$ cat src/rtl/bit_demux_deserializer.sv
// bit_demux_deserializer: demultiplexes accepted serial bits into word slots and
// hands complete words to a one-entry valid/ready output register.
module bit_demux_deserializer #(
  parameter int WIDTH = 8,
  parameter bit MSB_FIRST = 1'b1,
  localparam int CW = $clog2(WIDTH)
) (
  input  logic             clk,
  input  logic             rst_n,
  input  logic             bit_in,
  input  logic             bit_valid,
  output logic             bit_ready,
  input  logic             frame_start,
  output logic [WIDTH-1:0] word_out,
  output logic             word_valid,
  input  logic             word_ready,
  output logic [CW-1:0]    slot,
  output logic             frame_err
);
  localparam logic [CW-1:0] MAX = CW'(WIDTH - 1);
  logic [CW-1:0] cnt, eff_cnt, tgt;
  logic [WIDTH-1:0] asm_q, merged;
  logic accept, last;
  assign slot = cnt;
  always_comb begin
    eff_cnt = frame_start ? '0 : cnt;
    tgt = MSB_FIRST ? MAX - eff_cnt : eff_cnt;
    bit_ready = !(cnt == MAX && word_valid && !word_ready);
    accept = bit_valid && bit_ready;
    last = eff_cnt == MAX;
    merged = asm_q;
    merged[tgt] = bit_in;
  end
  always_ff @(posedge clk or negedge rst_n) begin
    if (!rst_n) begin
      cnt <= '0;
      asm_q <= '0;
      word_out <= '0;
      word_valid <= 1'b0;
      frame_err <= 1'b0;
    end else begin
      frame_err <= frame_start && cnt != '0;
      if (accept) begin
        cnt <= last ? '0 : eff_cnt + 1'b1;
        asm_q <= last ? '0 : merged;
      end else if (frame_start) begin
        cnt <= '0;
        asm_q <= '0;
      end
      // a completing word may replace the one being consumed on the same edge
      if (accept && last) begin
        word_out <= merged;
        word_valid <= 1'b1;
      end else if (word_ready) begin
        word_valid <= 1'b0;
      end
    end
  end
endmodule

$ cat config.mk
export PLATFORM = sky130hd
export DESIGN_NAME = bit_demux_deserializer
export DESIGN_NICKNAME = d
export VERILOG_FILES = /design/src/rtl/bit_demux_deserializer.sv
export SDC_FILE = /design/constraint.sdc
export NUM_CORES = 1
export LEC_CHECK = 0
export CAP_MARGIN = 20
export CORE_MARGIN = 5
export CORE_UTILIZATION = 50
export DETAILED_ROUTE_END_ITERATION = 6
export GPL_ROUTABILITY_DRIVEN = 0
export PLACE_DENSITY = 0.79
export SYNTH_ARGS = -nofsm -noshare
export SYNTH_HDL_FRONTEND = slang
export SYNTH_SLANG_ARGS = --single-unit
$ cat constraint.sdc
create_clock -name clk -period 1.9 [get_ports clk]
set_input_delay 0.475 -clock clk [delete_from_list [all_inputs] [get_ports clk]]
set_output_delay 0.475 -clock clk [all_outputs]
set_load 0.05 [all_outputs]
# --- After elaboration in Yosys (flattened, before gate mapping) ---
# Cells that the tools add are included.
word_totals:
  regBits: 21
  in_bits: 6
  output_inout_bits: 14
  word_cells: 33
classes:
  add_sub_neg: 2
  n_lt_le_gt_ge: 2
  eq_ne: 2
  n_mux: 11
  reduce_logical: 11
ops:
  columns: ["operator", "n"]
  rows:
  - ["$mux 8", 3]
  - ["$mux 3", 3]
  - ["$bwmux 8", 1]
  - ["$eq 3x3->1 const B", 2]
  - ["$logic_and 1x1->1", 6]
  - ["$lt 3x4->1 const B", 1]
  - ["$reduce_bool 2->1", 2]
  - ["$add 3x1->3 const B", 1]
  - ["$demux 1 s3", 1]
  - ["$ge 3x1->1 const B", 1]
  - ["$mux 1", 3]
  - ["$reduce_bool 3->1", 1]
  - ["$sub 3x3->3 const A", 1]
  - ["$logic_not 1->1", 2]

# --- Depth between registers and ports, before layout ---
# Gate-level depths: netlist of the first run.
logic_depth:
  depth_word: 9
  mapped_depth: 4
  depth_no_buf: 3

# --- Worst setup path after synthesis of the first run ---
# No wires, ideal clock.
synth_path:
  kind: "reg-to-reg"
  start: "register cnt[2] (netlist: slot[2])"
  end: "register word_out[0]"
  setup_time_ps: 125
  t_arrival_ps: 1750
  slack_ps: 25
  path_stages_with_launch: 4
  n_path_buf: 0
  path_cell_list: "dfrtp_1 > and4b_1 > a211oi_4 > mux2_4"
synth_between:
  elab_chain_cells: 7
synth_lines:
  columns: ["element", "line_no", "rtl"]
  rows:
  - ["from (decl)", "21", "logic [CW-1:0] cnt, eff_cnt, tgt;"]
  - ["from (signal assigned)", "44", "cnt <= last ? '0 : eff_cnt + 1'b1;"]
  - ["$mux 3", null, null]
  - ["$sub 3x3->3", "27", "tgt = MSB_FIRST ? MAX - eff_cnt : eff_cnt;"]
  - ["$lt 3x4->1 (not written as such) / $ge 3x1->1 (equally long branches)", "32", "merged[tgt] = bit_in;"]
  - ["$logic_and 1x1->1 (not written as such)", "32", null]
  - ["$mux 1 (not written as such)", "32", null]
  - ["$demux 1 s3", "32", null]
  - ["$bwmux 8", "32", null]
  - ["to (signal assigned)", "52", "word_out <= merged;"]
  - ["to (decl)", "14", "output logic [WIDTH-1:0] word_out,"]
# Parallel ways exist; a longest one is shown, timed or not.
# A chain may end at the register's enable or synchronous reset.

# --- Worst setup path in the final report of the first run ---
layout_path:
  start: "register cnt[1] (netlist: slot[1])"
  end: "output bit_ready"
layout_between:
  elab_chain_cells: 4
layout_lines:
  columns: ["element", "line_no", "rtl"]
  rows:
  - ["$eq 3x3->1", "28", "bit_ready = !(cnt == MAX && word_valid && !word_ready);"]
  - ["$logic_and 1x1->1 (2 in a row)", "28", null]
  - ["$logic_not 1->1", "28", null]
  - ["to (decl)", "12", "output logic bit_ready,"]
# Every way passes these cells.

==> results of run 1 <==
==> kinds of logic (layout without fill, tap and decap cells) <==
| family | after synthesis | after routing |
|---|---|---|
| buffers and inverters | 21 | 53 |
| flip-flops | 20 | 20 |
| AND/OR/NAND/NOR | 20 | 20 |
| AO/OA/AOI/OAI | 17 | 17 |
| multiplexers | 14 | 14 |
| XOR/XNOR | 1 | 1 |
==> registers in the layout, indices dropped and copies added, names as in the netlist <==
signal,flops
asm_q,7
word_out,8
slot,3
frame_err,1
word_valid,1
==> layout make-up <==
type / instances / share of cell area
Clock buffer: 4 / 0.0257
Inverter: 15 / 0.0398
Multi-Input combinational cell: 52 / 0.331
Sequential cell: 20 / 0.356
Tap cell: 27 / 0.0239
Timing Repair Buffer: 34 / 0.224
==> layer usage <==
metal  vias up  GRT usage  wire (um)
met5         -          0          0
met4         0     0.0694         30
met3         4     0.0325         73
met2        18      0.258       1170
met1       416      0.186        970
li1        397          -          -
==> critical path: cells and delay by family, from the launching register on <==
| kind | cells | cell delay, ps |
|---|---|---|
| simple gates | 2 | 350 |
| flops | 1 | 510 |
| buf+inv | 1 | 150 |
==> worst max path at each step <==
stage | slack [ps] | cells past startpoint | start | to
after detailed placement | -190 | 5 | word_ready | word_out[3]
after floorplan | 20 | 3 | slot[2] | word_out[0]
final | 130 | 3 | slot[1] | bit_ready
after global routing | 40 | 5 | frame_start | asm_q[6]
after global placement | -160 | 5 | word_ready | word_out[6]
after CTS | 6 | 3 | slot[1] | bit_ready
==> what timing repair did <==
item,CTS,global route
endpoints found under the hold margin,0,0
pin swaps,1,0
setup endpoints to repair,1,5
resized for setup,3,2
setup buffers,1,0
==> where the power goes <==
part | switching, uW | internal (uW) | total, uW
registers | 35.9 | 460 | 496
logic | 175 | 123 | 298
clock network | 132 | 117 | 249
total | 343 | 700 | 1040
==> synthesized netlist by cell type <==
cell type,count
nor4bb_1,3
o211a_1,1
nor4b_1,3
mux2_4,2
a211oi_1,1
inv_1,15
a211oi_4,1
xnor2_1,1
buf_2,2
a21oi_1,2
nor3b_1,1
o2bb2ai_1,1
nor2_1,1
and4b_1,1
nor3_1,2
nand4b_1,1
nand4b_4,1
buf_1,1
nand3_1,1
o21ai_0,2
o211ai_1,2
o21ba_2,1
dfrtp_1,20
clkbuf_2,1
nor2b_1,1
nand2_1,2
or4b_2,1
clkbuf_1,2
nand2b_1,2
o32ai_1,6
mux2i_1,12
==> stage by stage <==
stage                     utilization  cell area (um2)  cells
final                           0.713             1410    152
after global routing            0.713             1410    152
after CTS                       0.712             1410    152
after detailed placement        0.689             1370    147
after global placement          0.689             1370    147
after floorplan                     -             1050     93
==> impl_metrics.py, run 1 <==
metrics = {
    "status": {
        "status": "finished clean",
    },
    "power": {
        "p_leak_uw": 0.000621,
        "vdd_drop_max_mv": 0.522,
        "p_total_uw": 1040,
        "power_density_nw_per_um2": 738,
    },
    "cells_and_area": {
        "multi_input_area_um2": 468,
        "layout-drive-gt1-share": 0.344,
        "antenna_cells": 0,
        "final_common_cell": "buf_4",
        "regArea_um2": 503,
        "nets": 132,
        "fill_cells": 145,
        "area_delta_synth_final_pct": 35.0,
        "final_cell_mix": "buf_4 (25), dfrtp_1 (18), inv_1 (15), mux2i_1 (12), o32ai_1 (6)",
    },
    "global_route": {
        "grt_usage": 0.153,
        "grt-ovfl-total": 0,
        "grt_max_degree": 21,
        "grt_pass1_vias": 836,
        "grt_pass1_wl_mm": 3.80,
        "antenna_found_initial": 0,
    },
    "synth": {
        "synth_top_family_by_area": "simple AND/OR/NAND/NOR gates",
        "synth_warnings": 0,
        "yosys-top-cells-area": "dfrtp_1 (48%), mux2i_1 (11%), inv_1 (5.4%)",
        "syn-mean-instance-area_um2": 11.3,
        "ys_seq_area_frac": 0.478,
        "synth-compound-area-share": 0.137,
        "synth_area_leader_cell": "dfrtp_1",
        "yosysTopAreaCellShare": 0.478,
        "synth.distinct_cells": 31,
        "synth-simple-area-share": 0.154,
        "synth_seq_cells": 20,
        "netlist_area_um2": 1050,
        "yosys.area_share.xor_xnor": 0.00836,
        "synth_adder_area_share": 0,
        "muxShareOfSynthArea": 0.143,
        "synthCells": 93,
        "synth_fp_nets": 99,
    },
    "routing": {
        "firstDrtPassIters": 4,
        "drc": 0,
        "final_antenna_net_count": 0,
        "wl_per_cell_um": 14.7,
        "drt_iter0_markers": 13,
        "vias": 835,
        "vias_per_cell": 5.49,
        "drt_wl_total_mm": 2.24,
    },
    "timing": {
        "whs_ps": 497,
        "setup_violations": 0,
        "final.min_clock_period_ps": 1770,
        "clock.fmax_mhz": 564,
        "drv_slew": 0,
        "tightestPinTransition_ps": 361,
        "maxSlewHeadroom": 0.756,
        "skew_ps": 5.36,
        "rsz0062_at_grt": "no",
        "fin_setup_tns_ps": 0,
        "hold_viol": 0,
        "period_share": 0.933,
        "layout_setup_ws_ps": 128,
    },
    "worst_setup_path": {
        "worst-path-max-fanout": 12,
        "timing.rr.end": "word_out[3]",
        "reg2reg_depth": 5,
        "cp_slowest_stage_delay_ps": 510,
        "arrival_ps": 1300,
        "ff2ff_setup_slack_ps": 140,
        "path_cells": "and4b_2, nand2_2, buf_12",
        "cp-end-kind": "output pin",
        "cp_data_required_time_ps": 1420,
        "crit_slowest_cell": "dfrtp_2",
        "path_class": "reg -> out",
        "critical_path.startpoint_type": "flop",
        "r2r_start": "slot[1]",
    },
    "cts": {
        "postCtsHoldBufs": 0,
        "htree_levels": 1,
        "clock_path_buffers": 2,
        "clockRootBuffer": "clkbuf_4",
        "cts-buffers-inserted": 3,
        "cts.clk_slew.worst_paths_ps": 120,
        "cts_tree": "done",
        "cts_num_sinks": 20,
        "insertion_delay_ps": 300,
    },
    "floorplanning": {
        "die_height_um": 55.8,
        "initial_core_util": 0.528,
        "rows": 16,
        "die_w_um": 55.8,
        "pin_count": 20,
        "dieArea_um2": 3110,
        "core_region_area_um2": 1980,
    },
    "place": {
        "io_buffers": 19,
        "place_hpwl_mm": 1.69,
        "pre_cts_slack_ps": -188,
    },
    "run": {
        "cap_violations": 0,
    },
    "min_path": {
        "hold_class": "in -> async",
    },
}
Power figures use the tool's default switching activity.
==> run 2, diff against run 1 <==
--- a/config.mk
+++ b/config.mk
@@ -11,6 +11,7 @@
 export DETAILED_ROUTE_END_ITERATION = 6
 export GPL_ROUTABILITY_DRIVEN = 0
 export PLACE_DENSITY = 0.79
+export SETUP_SLACK_MARGIN = 0.2
 export SYNTH_ARGS = -nofsm -noshare
 export SYNTH_HDL_FRONTEND = slang
 export SYNTH_SLANG_ARGS = --single-unit
==> run 2 against run 1 <==
  * Count of clock-buffer cells in the layout fell by 1
  * Clock power rose by 41%
  * Non-clock buffer count rose by 9
  * Critical endpoint is now asm_q[2]
==> impl_metrics.py, run 2 (synthesis results as in run 1) <==
metrics = {
    "cells_and_area": {
        "max_flop_register": "word_out",
        "regArea_um2": 508,
        "layout-drive-gt1-share": 0.455,
        "final_cell_mix": "buf_4 (34), dfrtp_1 (16), inv_1 (15), mux2i_1 (11), o32ai_1 (6)",
        "fill_cells": 119,
        "area_delta_synth_final_pct": 47.6,
        "final_common_cell": "buf_4",
        "largest_register_ffs": 8,
        "nets": 141,
        "multi_input_area_um2": 518,
        "utilization": 0.780,
        "antenna_cells": 0,
    },
    "floorplanning": {
        "die_w_um": 55.8,
        "rows": 16,
        "dieArea_um2": 3110,
        "die_height_um": 55.8,
        "core_region_area_um2": 1980,
        "initial_core_util": 0.528,
        "pin_count": 20,
    },
    "timing": {
        "rsz0062_at_grt": "yes",
        "hold_viol": 0,
        "skew_ps": 1.14,
        "final.min_clock_period_ps": 1720,
        "setup_violations": 0,
        "drv_slew": 0,
        "fin_setup_tns_ps": 0,
        "clock.fmax_mhz": 581,
        "maxSlewHeadroom": 0.799,
        "tightestPinTransition_ps": 298,
        "period_share": 0.905,
    },
    "cts": {
        "clockRootBuffer": "clkbuf_4",
        "cts-buffers-inserted": 3,
        "htree_levels": 1,
        "cts.clk_slew.worst_paths_ps": 120,
        "cts_num_sinks": 20,
        "clock_path_buffers": 2,
        "insertion_delay_ps": 300,
        "cts_tree": "done",
    },
    "routing": {
        "vias_per_cell": 5.47,
        "drc": 0,
        "drt_wl_total_mm": 2.74,
        "wl_per_cell_um": 17.0,
        "drt_iter0_markers": 13,
        "vias": 881,
        "final_antenna_net_count": 0,
        "firstDrtPassIters": 4,
    },
    "worst_setup_path": {
        "timing.critical_path.from": "frame_start",
        "crit_slowest_cell": "clkdlybuf4s50_1",
        "critical_path.startpoint_type": "primary input",
        "timing.rr.end": "word_out[0]",
        "cp_data_required_time_ps": 2090,
        "worst-path-max-fanout": 6,
        "path_cells": "clkdlybuf4s50_1, buf_4, nor4bb_2, mux2i_1, o32ai_1",
        "path_buf_inv": 2,
        "cp_num_cells": 5,
        "arrival_ps": 1910,
        "r2r_start": "word_valid",
        "cp_slowest_stage_delay_ps": 460,
        "cp-endpoint": "asm_q[2]",
        "reg2reg_depth": 5,
        "cp-end-kind": "flop",
        "path_class": "in -> reg",
        "critPathTopFamily": "buffers and inverters",
        "ff2ff_setup_slack_ps": 240,
    },
    "place": {
        "place_hpwl_mm": 1.62,
        "io_buffers": 19,
    },
    "global_route": {
        "grt_usage": 0.168,
        "grt_pass1_vias": 873,
        "grt_max_degree": 21,
        "antenna_found_initial": 0,
        "grt-ovfl-total": 0,
        "grt_pass1_wl_mm": 4.13,
    },
    "power": {
        "power_density_nw_per_um2": 764,
        "p_leak_uw": 0.000680,
        "vdd_drop_max_mv": 0.547,
    },
    "status": {
        "status": "finished clean",
    },
    "run": {
        "cap_violations": 0,
    },
    "min_path": {
        "hold_class": "in -> async",
    },
}
==> run 2: cell types whose count changed in the layout (fill, tap and decap cells not counted), moves of 2 or more <==
cell | previous run | this run
buf_4 | 25 | 34
nor4b_1 | 3 | 0
nor4b_2 | 0 | 3
nor4bb_1 | 3 | 0
dfrtp_1 | 18 | 16
nor4bb_2 | 0 | 2
==> run 2: report_power, final <==
part / internal [uW] / total, uW / switching, uW
clock network: 213 / 352 / 138
registers: 462 / 491 / 28.5
logic: 139 / 338 / 199
==> run 2: layer usage <==
layer / track usage / wire length (um) / vias to the layer above
li1: - / - / 414
met3: 0.0348 / 102 / 4
met5: 0 / 0 / -
met1: 0.221 / 1270 / 446
met2: 0.260 / 1330 / 17
met4: 0.0799 / 35 / 0
==> run 2: final cells by class <==
cell class / instances / area share
multi-input cells: 52 / 0.335
flip-flops and latches: 20 / 0.329
repair buffers: 43 / 0.244
inverters: 15 / 0.0364
well taps: 27 / 0.0219
clock inverters: 1 / 0.0194
clock buffers: 3 / 0.0146
==> run 2: worst min-delay path by stage <==
stage / slack, ps / start / end / depth (start not counted)
floorplan: 180 / rst_n / asm_q[1] / 0
global placement: 500 / word_out[7] / word_out[7] / 1
detailed placement: 500 / word_out[7] / word_out[7] / 1
CTS: 500 / rst_n / word_out[7] / 2
global route: 520 / rst_n / word_out[0] / 2
finish: 500 / rst_n / word_out[2] / 2
==> run 2: worst reg2reg max path: stages (launching register included) <==
cell and delay, ps:
dfrtp_2 420, and4b_2 270, buf_4 160, a211oi_4 250, buf_4 180, mux2_4 290
==> run 2: stage by stage <==
stage	hold WS (ps)	total power, uW	instances	instance area [um2]	worst slack, ps
2_1_floorplan	179	678	93	1050	170
3_3_place_gp	501	780	144	1340	-158
6_report	498	1180	161	1550	180
3_5_place_dp	504	788	144	1340	-170
5_1_grt	517	1220	161	1550	85.9
4_1_cts	501	1150	153	1440	216
==> run 2: timing repair <==
item	4_1_cts	5_1_grt
hold buffers	0	0
endpoints found under the setup margin	6	15
gates resized for setup	5	9
buffers inserted	5	8
pin swaps	1	1
gates cloned	0	0
